File: src/rtl/timer_pkg.sv
// Shared constants for the memory-mapped timer: register offsets, CTRL bits, reset values.
package timer_pkg;

   // Word offset within the 32-byte window (DataAdr[4:2]).
   typedef enum logic [2:0] {
      TMR_CTRL     = 3'd0,
      TMR_PRESCALE = 3'd1,
      TMR_MTIME_LO = 3'd2,
      TMR_MTIME_HI = 3'd3,
      TMR_CMP_LO   = 3'd4,
      TMR_CMP_HI   = 3'd5,
      TMR_STATUS   = 3'd6,
      TMR_RSVD     = 3'd7
   } tmr_reg_e;

   localparam int unsigned CTRL_EN       = 0;
   localparam int unsigned CTRL_IRQ_EN   = 1;
   localparam int unsigned CTRL_AUTO_CLR = 2;
   localparam int unsigned CTRL_W        = 3;

   localparam int unsigned STATUS_PENDING = 0;

   localparam logic [63:0] MTIMECMP_RST = 64'hFFFF_FFFF_FFFF_FFFF;

endpackage

File: src/rtl/timer_prescaler.sv
// Prescaler: counts enabled cycles and emits a one-cycle tick every reload+1 cycles.
module timer_prescaler #(
   parameter int unsigned PRESCALE_W = 16
) (
   input  logic                  clk,
   input  logic                  reset,
   input  logic                  en,
   input  logic                  clr,
   input  logic [PRESCALE_W-1:0] reload,
   output logic                  tick
);

   logic [PRESCALE_W-1:0] count;

   assign tick = en & (count == reload);

   // Count register: cleared on reload write, held while disabled, wraps to 0 on tick.
   always_ff @(posedge clk) begin
      if (reset) begin
         count <= '0;
      end else if (clr) begin
         count <= '0;
      end else if (en) begin
         count <= tick ? '0 : count + 1'b1;
      end
   end

endmodule

File: src/rtl/mmio_timer.sv
// Memory-mapped 64-bit timer: decode, register file, prescaled mtime, compare and interrupt.
module mmio_timer
   import timer_pkg::*;
#(
   parameter logic [31:0] BASE_ADDR  = 32'h0000_FF00,
   parameter int unsigned PRESCALE_W = 16
) (
   input  logic        clk,
   input  logic        reset,
   input  logic        MemWrite,
   input  logic [31:0] DataAdr,
   input  logic [31:0] WriteData,
   output logic [31:0] ReadData,
   output logic        sel,
   output logic        irq
);

   tmr_reg_e              off;
   logic                  wr;
   logic [CTRL_W-1:0]     ctrl;
   logic [PRESCALE_W-1:0] prescale;
   logic [63:0]           mtime;
   logic [63:0]           mtimecmp;
   logic                  pending;
   logic                  tick;
   logic                  match;
   logic                  unused_adr;

   assign sel        = (DataAdr[31:5] == BASE_ADDR[31:5]);
   assign off        = tmr_reg_e'(DataAdr[4:2]);
   assign wr         = MemWrite & sel;
   assign unused_adr = ^DataAdr[1:0];

   assign match = ctrl[CTRL_EN] & (mtime >= mtimecmp);
   assign irq   = pending & ctrl[CTRL_IRQ_EN];

   timer_prescaler #(
      .PRESCALE_W (PRESCALE_W)
   ) u_prescaler (
      .clk    (clk),
      .reset  (reset),
      .en     (ctrl[CTRL_EN]),
      .clr    (wr && (off == TMR_PRESCALE)),
      .reload (prescale),
      .tick   (tick)
   );

   // Software-written configuration registers.
   always_ff @(posedge clk) begin
      if (reset) begin
         ctrl     <= '0;
         prescale <= '0;
         mtimecmp <= MTIMECMP_RST;
      end else if (wr) begin
         case (off)
            TMR_CTRL:     ctrl            <= WriteData[CTRL_W-1:0];
            TMR_PRESCALE: prescale        <= WriteData[PRESCALE_W-1:0];
            TMR_CMP_LO:   mtimecmp[31:0]  <= WriteData;
            TMR_CMP_HI:   mtimecmp[63:32] <= WriteData;
            default: ;
         endcase
      end
   end

   // mtime: a software write to either half wins over a tick; that half alone is
   // loaded and the other keeps its pre-edge value (no carry across halves).
   always_ff @(posedge clk) begin
      if (reset) begin
         mtime <= '0;
      end else if (wr && (off == TMR_MTIME_LO)) begin
         mtime[31:0] <= WriteData;
      end else if (wr && (off == TMR_MTIME_HI)) begin
         mtime[63:32] <= WriteData;
      end else if (tick) begin
         if (ctrl[CTRL_AUTO_CLR] && match) begin
            mtime <= '0;
         end else begin
            mtime <= mtime + 64'd1;
         end
      end
   end

   // Sticky pending flag: a match in the same cycle beats a write-1-to-clear.
   always_ff @(posedge clk) begin
      if (reset) begin
         pending <= 1'b0;
      end else if (match) begin
         pending <= 1'b1;
      end else if (wr && (off == TMR_STATUS) && WriteData[STATUS_PENDING]) begin
         pending <= 1'b0;
      end
   end

   // Combinational read mux of pre-edge register values; zero outside the window.
   always_comb begin
      ReadData = '0;
      if (sel) begin
         case (off)
            TMR_CTRL:     ReadData = 32'(ctrl);
            TMR_PRESCALE: ReadData = 32'(prescale);
            TMR_MTIME_LO: ReadData = mtime[31:0];
            TMR_MTIME_HI: ReadData = mtime[63:32];
            TMR_CMP_LO:   ReadData = mtimecmp[31:0];
            TMR_CMP_HI:   ReadData = mtimecmp[63:32];
            TMR_STATUS:   ReadData = 32'(pending);
            default:      ReadData = '0;
         endcase
      end
   end

endmodule

File: config.mk
export PLATFORM = sky130hd
export DESIGN_NAME = mmio_timer
export DESIGN_NICKNAME = d
export VERILOG_FILES = /design/src/rtl/timer_pkg.sv /design/src/rtl/timer_prescaler.sv /design/src/rtl/mmio_timer.sv
export SDC_FILE = /design/constraint.sdc
export NUM_CORES = 1
export LEC_CHECK = 0
export ABC_AREA = 1
export BUFFER_PORTS_ARGS = -buffer_cell sky130_fd_sc_hd__buf_2
export CAP_MARGIN = 20
export CORE_MARGIN = 2
export CORE_UTILIZATION = 30
export DETAILED_ROUTE_END_ITERATION = 6
export GPL_TIMING_DRIVEN = 0
export SLEW_MARGIN = 20
export SYNTH_ARGS = -nofsm -noshare
export SYNTH_HDL_FRONTEND = slang
export SYNTH_SLANG_ARGS = --single-unit
File: constraint.sdc
create_clock -name clk -period 2.5 [get_ports clk]
set_input_delay 0.5 -clock clk [delete_from_list [all_inputs] [get_ports clk]]
set_output_delay 0.5 -clock clk [all_outputs]
set_load 0.05 [all_outputs]
==> metrics.txt, run 1 <==
worst-case clock buffer depth=2; failing checks=negative setup slack; I/O Buffers=between 90 and 100; Top FF cell, synth=dfxtp_1; grt ovf=0; Synth area leaders=dfxtp_1 27%, nand2_1 17%, nor2_1 10%, inv_1 7.7%, ha_1 6.9%; CP startpoint kind=register; final wirelength=approximately 56 mm; Rows=73; Mapped Area=around 12,000 um2; DRT Pass-1 Iters=6; CTS Sinks=~160; Logic pwr share=about 6.8%; crit-path max cell delay=a little under 0.4 ns; internal power=about 4200 uW; CP required=roughly 2.9 ns; post-synth top area cell=dfxtp_1; Most common cell on crit path=nand2_1; Final GP Congestion=~1.0; leakage power=about 0.0071 uW; WL/cell=roughly 21 um; Final Net Count=2,249; Synth Net Count=2,099; endpoints failing hold=0; Post-Syn Area per Cell=6.111 um2; DRT iter0 DRCs=about 1,500; Via density=around 5.3; Overall Global Routing Usage=between 20% and 30%; Yosys reg bits=between 150 and 200; Worst Setup Path Type=reg -> reg; max-cap viol count=0; vias in the first global route=about 13,000; Yosys warnings=0; clock share of power=48.0%; Min-Delay Path Depth=3; power density cells=around 370 nW/um2; Filler cells=approximately 4,200; Antenna Nets Post-Route=0; Post-Syn Instances=about 2,000; switching share of power=26.65%; design area=between 15,000 and 20,000 um2; crit-path cells=ha_1, nand2_1, nor2_2, nand4_1, nor3_2, nand2_1, nand2_4, nand3_4, buf_6, clkbuf_16, nand2_2, a21oi_1; share of flip-flops with an asynchronous set or reset=0%; Placed Cells=between 2,000 and 3,000; Clk Tree Root Cell=clkbuf_16; Worst VDD drop=404.6 uV; final period utilization=102.6%; share of cells above drive strength 1=between 10% and 20%; reg-to-reg endpoint=mtime[2]$_SDFFE_PP0P_; I/O pin count=around 100; slowest stage cell, crit path=dfxtp_2; synth cell count leaders=543 x nand2_1, 326 x nor2_1, 248 x inv_1; Die Footprint=41,660 um2; WHS=between 0.2 and 0.3 ns; Place WS=-1.177 ns; RSZ-0062 raised after global routing=yes; Worst Reg-to-Reg Cells=12; first-pass GRT wire length=roughly 80 mm; HPWL Detailed=43.96 mm; count leader, synth=nand2_1; CTS tree=built; unique cell type count in the Yosys netlist=43; Worst-Skew Late Latency=roughly 0.48 ns; Layout Skew=~0.012 ns; sequential power share=a little under half; actual slew at the worst max-slew pin=between 0.8 and 0.9 ns; Initial Util=30.31%; worst path arrival time=around 2.9 ns; slew margin rel.=a little under half; FMAX=~0.4 GHz; core area=around 40,000 um2; Crit. End Element=register; status=complete, but fails checks; EDFF count, synth=0; die width=204.1 um; ant diodes=0; Max Slew Vio Count=0; Net Sw Power=1537 uW; Clock Pin Slew Worst Setup and Hold Paths=0.07 ns; Final min period=~2.6 ns; Syn-to-layout area delta=29.92%; reg-to-reg slack, setup=-0.07 ns; post-synthesis sequential area ratio=27.33%; detailed-route DRC error count=0; final setup vio count=24; Worst Hold Path EP=mtimecmp[56]$_SDFFE_PP1P_; r2r startpoint=mtime[39]$_SDFFE_PP0P_; Total Power=5767 uW; antenna violations before repair=1; placed cell areas=between 10,000 and 15,000 um2; HP Start=WriteData[24]; die height=just over 200 um; Crit Path Max Fanout=8; fin cells=between 2,000 and 3,000; worst hold path class=in -> reg; H-tree depth=4; area share of the largest cell type after synthesis=approximately 27%; total CTS buffers=17; largest net degree at the start of global routing=17; hold-fix buffers at CTS=0; final setup margin=-0.06512 ns; via count=around 14,000
-- cells in the final DEF, fill, tap and decap left out, types with 6 or more instances in the layout --
cell	synthesis	layout
a211oi_1	15	15
a21oi_1	143	106
a21oi_2	0	16
a21oi_4	0	21
a221oi_2	0	8
buf_2	23	80
buf_4	1	29
buf_6	6	41
buf_8	0	10
clkbuf_1	50	30
clkbuf_16	0	24
clkbuf_8	0	9
dfxtp_1	164	126
dfxtp_2	0	37
ha_1	66	61
inv_1	248	234
inv_2	3	13
nand2_1	543	514
nand2_2	3	17
nand2_4	4	19
nand3_1	55	54
nand4_1	25	25
nor2_1	326	302
nor2_2	5	19
nor2_4	0	10
nor3_1	68	52
nor3_2	3	14
nor3_4	1	6
o211ai_1	64	64
o21ai_0	18	16
o22ai_1	35	30
xor2_1	46	46
-- how the worst max path moves through the flow --
stage	cells past startpoint	endpoint	slack, ns	start
after floorplan	9	ReadData[25]	-0.19	DataAdr[8]
after global placement	7	ReadData[11]	-1.16	DataAdr[4]
after detailed placement	7	ReadData[14]	-1.18	DataAdr[4]
after CTS	9	ReadData[28]	-0.008	DataAdr[4]
after global routing	10	ReadData[30]	-0.11	DataAdr[17]
final	12	mtime[2]$_SDFFE_PP0P_	-0.07	mtime[39]$_SDFFE_PP0P_
-- repair_timing --
action                     4_1_cts  5_1_grt
buffers inserted                13       16
setup endpoints to repair       96      115
gates cloned                     2        3
resized for setup              145      202
pin swaps                        9       23
-- through the flow --
step                util [%]  setup TNS (ns)
CTS                    37.27       -0.008644
detailed placement     34.22          -79.18
global route           39.38          -3.273
finish                 39.38         -0.9184
floorplan                  -          -5.156
global placement       34.22          -75.77
-- cell families after synthesis --
family | Yosys count | share of synthesized area (%)
adder cells (fa/ha/maj) | 66 | 6.874
flip-flops | 164 | 27.33
AO/OA/AOI/OAI | 301 | 15.16
XOR/XNOR | 47 | 3.426
buffers and inverters | 333 | 11.09
AND/OR/NAND/NOR | 1055 | 36.12
-- power groups by stage --
| stage | sequential, uW | combinational (uW) | clock [uW] |
|---|---|---|---|
| global route | 2610 | 408 | 2880 |
| global placement | 2670 | 317 | 0 |
| finish | 2610 | 391 | 2770 |
| detailed placement | 2670 | 320 | 0 |
| floorplan | 2670 | 142 | 0 |
| CTS | 2610 | 363 | 2780 |
-- state kept, by name, indices dropped and copies added (netlist names) --
signal,flops
ctrl,3
mtime,64
mtimecmp,64
pending,1
prescale,16
u_prescaler.count,16
-- critical path: cells and delay by family (launching register included) --
family,cells,cell delay (ns)
adders and majority gates,1,0.35
DFF,1,0.39
and+or+nand+nor,8,1.28
buffers and inverters,2,0.37
AOI/OAI and AO/OA,1,0.05
-- metal layers --
layer	up-vias	GRT usage, %	wire [um]
met5	-	0	0
met4	0	11.59	2653
met3	108	4.098	4045
met2	593	42.12	25140
met1	6691	35.39	24040
li1	6665	-	-
-- layout make-up --
type	count	area, um2	area share [%]
multi-input combinational	1470	8392	53.76
tap	525	656.9	4.208
inverter	252	967.2	6.196
sequential	164	3333	21.35
clock inverter	10	122.6	0.7856
buffer	81	610.6	3.912
clock buffer	21	450.4	2.886
timing repair buffer	130	1076	6.894
No activity file was read; power rests on OpenSTA's default activity.
==> run 2, diff against run 1 <==
--- a/config.mk
+++ b/config.mk
@@ -15,4 +15,5 @@
 export SLEW_MARGIN = 20
 export SYNTH_ARGS = -nofsm -noshare
 export SYNTH_HDL_FRONTEND = slang
+export SYNTH_HIERARCHICAL = 1
 export SYNTH_SLANG_ARGS = --single-unit
==> run 2 against run 1 <==
Effect of this change: the run still ends with negative setup slack left; critical path depth is 1 higher; synthesized area is 0.48% higher; final area is 2.4% higher; utilization is 0.84 points higher; synthesized cell count is 2.8% lower; sequential cell count stayed put; sequential power hardly changed; cell count is 2.1% lower; non-clock buffer count is 8 lower; critical endpoint is now mtime[18]$_SDFFE_PP0P_; largest cell class unchanged; largest power group unchanged; highest routed layer unchanged.
==> metrics.txt, run 2 <==
status=complete, but fails checks; failing checks=negative setup slack; final wirelength=62.49 mm (+12%); Final min period=2.623 ns (+0.05749 ns); via count=14,140 (+0.57%); final setup vio count=62 (+160%); detailed-route DRC error count=0 (unchanged); crit-path cells=inv_1, ha_1, nand4_1, nor2_4, nand3_2, nor4_1, nand2_1, nand2_4, nand3_4, buf_12, buf_16, nand2_4, a21oi_2; total CTS buffers=17 (unchanged); Mapped Area=12,070 um2 (+0.48%); Syn-to-layout area delta=32.38%; die height=204.6 um (+0.24%); I/O pin count=101 (unchanged); Worst VDD drop=457.5 uV (+13%); worst path arrival time=2.94 ns (about the same); slew margin rel.=22.37% (-23 points); reg-to-reg slack, setup=-0.12 ns (-0.06 ns); DRT Pass-1 Iters=7 (+1); Final Net Count=2,191 (-2.6%); Clk Tree Root Cell=clkbuf_16; reg-to-reg endpoint=mtime[18]$_SDFFE_PP0P_; Worst Reg-to-Reg Cells=13 (+1); Post-Syn Instances=1,910 (-2.8%); CTS Sinks=164 (unchanged); FMAX=0.3813 GHz (-2.2%); unique cell type count in the Yosys netlist=49 (+14%); Crit Path Max Fanout=5 (-3); die width=204.6 um (+0.24%); actual slew at the worst max-slew pin=1.165 ns (+0.3477 ns); count leader, synth=nand2_1; endpoints failing hold=0 (unchanged); final period utilization=104.9% (+2.3 points); share of flip-flops with an asynchronous set or reset=0% (unchanged); H-tree depth=4 (unchanged); Layout Skew=0.01492 ns (+0.003183 ns); biggest regs=mtime: 64 flops, mtimecmp: 64 flops; I/O Buffers=98 (+1.0%); Worst Setup Path Type=reg -> reg; CTS tree=built; worst-case clock buffer depth=2 (unchanged); Max Slew Vio Count=0 (unchanged); Worst setup startpoint=mtimecmp[45]$_SDFFE_PP1P_; Yosys reg bits=164 (unchanged); antenna violations before repair=1 (unchanged); slowest stage cell, crit path=dfxtp_2; CP required=2.82 ns (-0.05 ns); leakage power=0.006307 uW (-12%); vias in the first global route=13,370 (+1.5%); Overall Global Routing Usage=29.34% (+2.9 points); Filler cells=4,216 (-0.50%); r2r startpoint=mtimecmp[45]$_SDFFE_PP1P_; Initial Util=30.38% (+0.075 points); Yosys warnings=6 (+6); max-cap viol count=0 (unchanged); CP startpoint kind=register; synth cell count leaders=449 x nand2_1, 252 x inv_1, 234 x nor2_1; share of cells above drive strength 1=25.07% (+5.1 points); Antenna Nets Post-Route=0 (unchanged); RSZ-0062 raised after global routing=yes; Crit. End Element=register; worst setup path endpoint=mtime[18]$_SDFFE_PP0P_; Most common cell on crit path=nand2_4; crit-path max cell delay=0.36 ns (-0.03 ns); Top FF cell, synth=dfxtp_1; Clock Pin Slew Worst Setup and Hold Paths=0.08 ns (about the same); hold-fix buffers at CTS=0 (unchanged); WL/cell=24.07 um (+14%); Worst-Skew Late Latency=0.49 ns (about the same); Synth area leaders=dfxtp_1 27%, nand2_1 14%, inv_1 7.8%, nor2_1 7.3%, a21oi_1 6.9%; HPWL Detailed=47.94 mm (+9.0%); EDFF count, synth=0 (unchanged); Synth Net Count=2,043 (-2.7%); post-synth top area cell=dfxtp_1; Via density=5.446 (+2.8%); setup TNS=-4.239 ns (-3.321 ns); Post-Syn Area per Cell=6.320 um2 (+3.4%); commonest non-fill, non-tap cell in the layout=nand2_1; grt ovf=0 (unchanged); Rows=73 (unchanged); first-pass GRT wire length=88.73 mm (+8.0%); core area=39,730 um2 (+0.23%); WHS=0.3315 ns (+0.05618 ns); worst hold path class=in -> reg; largest net degree at the start of global routing=17 (unchanged); power density cells=366.4 nW/um2 (-0.84%); DRT iter0 DRCs=1,481 (-1.7%); final setup margin=-0.1226 ns (-0.05749 ns); Die Footprint=41,860 um2 (+0.47%); commonest non-fill, non-tap cells in the layout=389 x nand2_1, 243 x inv_1, 214 x nor2_1, 136 x dfxtp_1, 101 x a21oi_1; Final GP Congestion=1.039 (+2.5%); area share of the largest cell type after synthesis=27.20% (-0.13 points); post-synthesis sequential area ratio=27.20% (-0.13 points)
run 2: cell count changes in the layout (fill, tap and decap cells not counted), sizes merged, moves of 6 or more:
cell	delta
a211oi	-6
a21oi	+24
buf	+15
clkbuf	-27
inv	+18
nand2	-93
nor2	-69
o21ai	+69
run 2: worst min path at each step:
stage,startpoint,endpoint,cells after the start
final,WriteData[19],mtimecmp[19]$_SDFFE_PP1P_,3
after global routing,WriteData[19],mtimecmp[19]$_SDFFE_PP1P_,3
after CTS,WriteData[20],mtimecmp[20]$_SDFFE_PP1P_,3
after detailed placement,pending$_SDFFE_PP0P_,pending$_SDFFE_PP0P_,2
after global placement,pending$_SDFFE_PP0P_,pending$_SDFFE_PP0P_,2
after floorplan,pending$_SDFFE_PP0P_,pending$_SDFFE_PP0P_,2
run 2: through the flow:
| step | cell area (um2) | power, uW | cells | setup WS (ns) | util, % |
|---|---|---|---|---|---|
| 3_3_place_gp | 13590 | 3017 | 2533 | -0.9322 | 34.19 |
| 3_5_place_dp | 13590 | 3018 | 2533 | -0.9389 | 34.19 |
| 5_1_grt | 15980 | 5968 | 2596 | -0.1765 | 40.22 |
| 4_1_cts | 14960 | 5827 | 2586 | -0.04150 | 37.66 |
| 6_report | 15980 | 5855 | 2596 | -0.1226 | 40.22 |
| 2_1_floorplan | 12440 | 2806 | 1910 | 0.03102 | - |
run 2: logic make-up (layout without fill, tap and decap cells):
kind of cell,after synthesis,count (layout),synth area share [%]
fa+ha+maj,66,66,6.841
flops,164,164,27.20
compound gates,396,396,19.09
xor+xnor,47,47,3.410
simple gates,897,898,32.17
other cells,0,1,0
buf+inv,340,499,11.29
run 2: repair_timing:
action	CTS	global route
gates cloned	4	3
pin swaps	12	11
gates resized for setup	163	245
buffers inserted	18	7
endpoints found under the hold margin	0	0
endpoints found under the setup margin	96	94
run 2: worst max-delay path: cells and delay by family, from the launching register on:
kind | cells | cell delay (ns)
AOI/OAI and AO/OA | 1 | 0.04
adders and majority gates | 1 | 0.31
buffers and inverters | 3 | 0.44
DFF | 1 | 0.36
and+or+nand+nor | 8 | 1.28
run 2: area by class of cell:
type | count | area, um2 | area share, %
timing repair buffer | 129 | 1023 | 6.405
inverter | 265 | 1006 | 6.295
sequential | 164 | 3333 | 20.86
multi-input combinational | 1407 | 8802 | 55.08
tap | 525 | 656.9 | 4.111
antenna | 1 | 2.502 | 0.01566
buffer | 74 | 563.0 | 3.523
clock buffer | 17 | 425.4 | 2.662
clock inverter | 14 | 167.7 | 1.049
run 2: power by group:
group / total [uW] / leakage [uW] / switching (uW) / internal (uW)
sequential: 2600 / 0.00133 / 0.00000537 / 2600
clock: 2830 / 0.000286 / 1330 / 1500
combinational: 422 / 0.00469 / 308 / 114
total: 5860 / 0.00631 / 1640 / 4220
run 2: per-layer routing:
metal / vias to the layer above / wire, um / global-route usage (%)
li1: 6589 / - / -
met1: 6656 / 25710 / 37.39
met2: 717 / 27810 / 46.73
met3: 175 / 5548 / 6.507
met4: 0 / 3420 / 14.16
met5: - / 0 / 0
==> run 3, diff against run 2 <==
--- a/config.mk
+++ b/config.mk
@@ -12,6 +12,8 @@
 export CORE_UTILIZATION = 30
 export DETAILED_ROUTE_END_ITERATION = 6
 export GPL_TIMING_DRIVEN = 0
+export SETUP_SLACK_MARGIN = 0.5
+export SKIP_LAST_GASP = 1
 export SLEW_MARGIN = 20
 export SYNTH_ARGS = -nofsm -noshare
 export SYNTH_HDL_FRONTEND = slang
==> run 3 against run 2 <==
Effect of this change: the flow still finishes with violations (negative setup slack); sequential cell count is the same; first-iteration DRC count shrank 3.2%; register-to-register slack gained 0.11 ns; worst setup slack gained 0.11 ns; via count grew 1.2%; critical path depth shrank 6; highest routed layer unchanged.
==> metrics.txt, run 3 (synthesized netlist as in run 2, its figures left out) <==
status=complete, but fails checks; fin cells=2,630 (+1.3%); Worst-Skew Late Latency=0.49 ns (about the same); first-pass GRT wire length=87.57 mm (-1.3%); leakage power=0.006607 uW (+4.8%); slew margin rel.=34.06% (+12 points); total CTS buffers=17 (unchanged); Max Slew Vio Count=0 (unchanged); FMAX=0.3981 GHz (+4.4%); CTS tree=built; CP startpoint kind=primary input; Worst setup startpoint=DataAdr[3]; failing checks=negative setup slack; worst hold path class=in -> reg; CP required=2.00 ns (-0.82 ns); r2r startpoint=mtimecmp[14]$_SDFFE_PP1P_; share of cells above drive strength 1=33.97% (+8.9 points); GRT Max-Usage Layer=met2; HP Start=WriteData[30]; via count=14,300 (+1.2%); core area=39,730 um2 (unchanged); detailed-route DRC error count=0 (unchanged); Worst Setup Path Type=in -> out; die height=204.6 um (unchanged); Placed Cells=2,533 (unchanged); endpoints failing hold=0 (unchanged); Overall Global Routing Usage=28.49% (-0.85 points); commonest non-fill, non-tap cells in the layout=366 x nand2_1, 223 x inv_1, 196 x nor2_1, 86 x a21oi_1, 86 x dfxtp_1; Filler cells=4,048 (-4.0%); actual slew at the worst max-slew pin=0.9891 ns (-0.1754 ns); Rows=73 (unchanged); WL/cell=22.93 um (-4.7%); final period utilization=100.5% (-4.4 points); Clock Pin Slew Worst Setup and Hold Paths=0.07 ns (about the same); met2 Usage GRT=44.31% (-2.4 points); design area=17,280 um2 (+8.1%); ant diodes=0 (-1); HPWL Detailed=45.20 mm (-5.7%); Die Footprint=41,860 um2 (unchanged); biggest regs=mtime: 64 flops, mtimecmp: 64 flops; Place WS=-0.7165 ns (+0.2224 ns); Final min period=2.512 ns (-0.1109 ns); I/O pin count=101 (unchanged); Final Util=43.49% (+3.3 points); Final GP Congestion=1.001 (-3.7%); DRT iter0 DRCs=1,433 (-3.2%); grt ovf=0 (unchanged); final setup margin=-0.01168 ns (+0.1109 ns); antenna violations before repair=1 (unchanged); worst-case clock buffer depth=2 (unchanged); vias in the first global route=13,840 (+3.5%); Crit. End Element=output port; Initial Util=30.38% (unchanged); max-cap viol count=0 (unchanged); Antenna Nets Post-Route=0 (unchanged); final setup vio count=2 (-97%); Global Route met3 Usage=3.945% (-2.6 points); RSZ-0062 raised after global routing=yes; die width=204.6 um (unchanged); I/O Buffers=98 (unchanged); power density cells=347.4 nW/um2 (-5.2%); M1 GR Usage=37.38% (about the same); Crit Path Max Fanout=10 (+5); Via density=5.438 (-0.14%); Clk Tree Root Cell=clkbuf_16; largest net degree at the start of global routing=17 (unchanged); Syn-to-layout area delta=43.13%; placed cell areas=13,650 um2 (+0.50%); H-tree depth=4 (unchanged); DRT Pass-1 Iters=5 (-2); CTS Sinks=164 (unchanged); Layout Skew=0.02215 ns (+0.007229 ns); worst path arrival time=2.01 ns (-0.93 ns); Worst VDD drop=455.0 uV (-0.53%); Final Net Count=2,225 (+1.6%); commonest non-fill, non-tap cell in the layout=nand2_1; final wirelength=60.30 mm (-3.5%); Total Power=6002 uW (+2.5%)
[run 3: critical path, cell delays in order]
cell	delay (ns)
buf_4	0.16
nand2_2	0.14
nor2_4	0.06
clkbuf_2	0.34
a221oi_2	0.52
a21oi_4	0.08
buf_4	0.20
[run 3: per-stage QoR]
| stage | setup TNS (ns) | hold slack (ns) |
|---|---|---|
| finish | -0.01768 | 0.3588 |
| detailed placement | -52.30 | 0.5052 |
| CTS | 0 | 0.3269 |
| floorplan | 0 | 0.4613 |
| global route | -0.9648 | 0.3601 |
| global placement | -48.77 | 0.4940 |
[run 3: routing by layer]
layer / wire length [um] / vias to the layer above
li1: - / 6679
met1: 25120 / 6758
met2: 26300 / 710
met3: 4873 / 155
met4: 4006 / 0
met5: 0 / -
[run 3: final timing paths]
| path | to | slack, ns | depth (start not counted) |
|---|---|---|---|
| worst min register to register | mtimecmp[8]$_SDFFE_PP1P_ | 0.52 | 2 |
| worst max-delay path | ReadData[10] | -0.01 | 7 |
| worst min-delay path | mtimecmp[62]$_SDFFE_PP1P_ | 0.36 | 3 |
| worst max register to register | mtime[29]$_SDFFE_PP0P_ | -0.01 | 17 |
[run 3: layout make-up]
type / instances / area (um2) / area share [%]
multi-input combinational: 1407 / 9433 / 54.59
sequential: 164 / 3403 / 19.70
timing repair buffer: 162 / 1455 / 8.422
inverter: 265 / 1050 / 6.076
buffer: 75 / 661.9 / 3.831
tap: 525 / 656.9 / 3.802
clock buffer: 17 / 425.4 / 2.462
clock inverter: 15 / 192.7 / 1.115
[run 3: repair_timing]
action	CTS	global route
endpoints found under the setup margin	108	166
gates cloned	8	2
hold endpoints to repair	0	0
setup buffers	35	20
hold buffers	0	0
pin swaps	35	37
resized for setup	431	216
[run 3: report_power, final]
part	leakage, uW	switching [uW]	internal (uW)	total, uW
sequential	0.00134	0.00000525	2600	2600
combinational	0.00497	329	134	463
clock	0.000302	1340	1600	2940
total	0.00661	1670	4330	6000
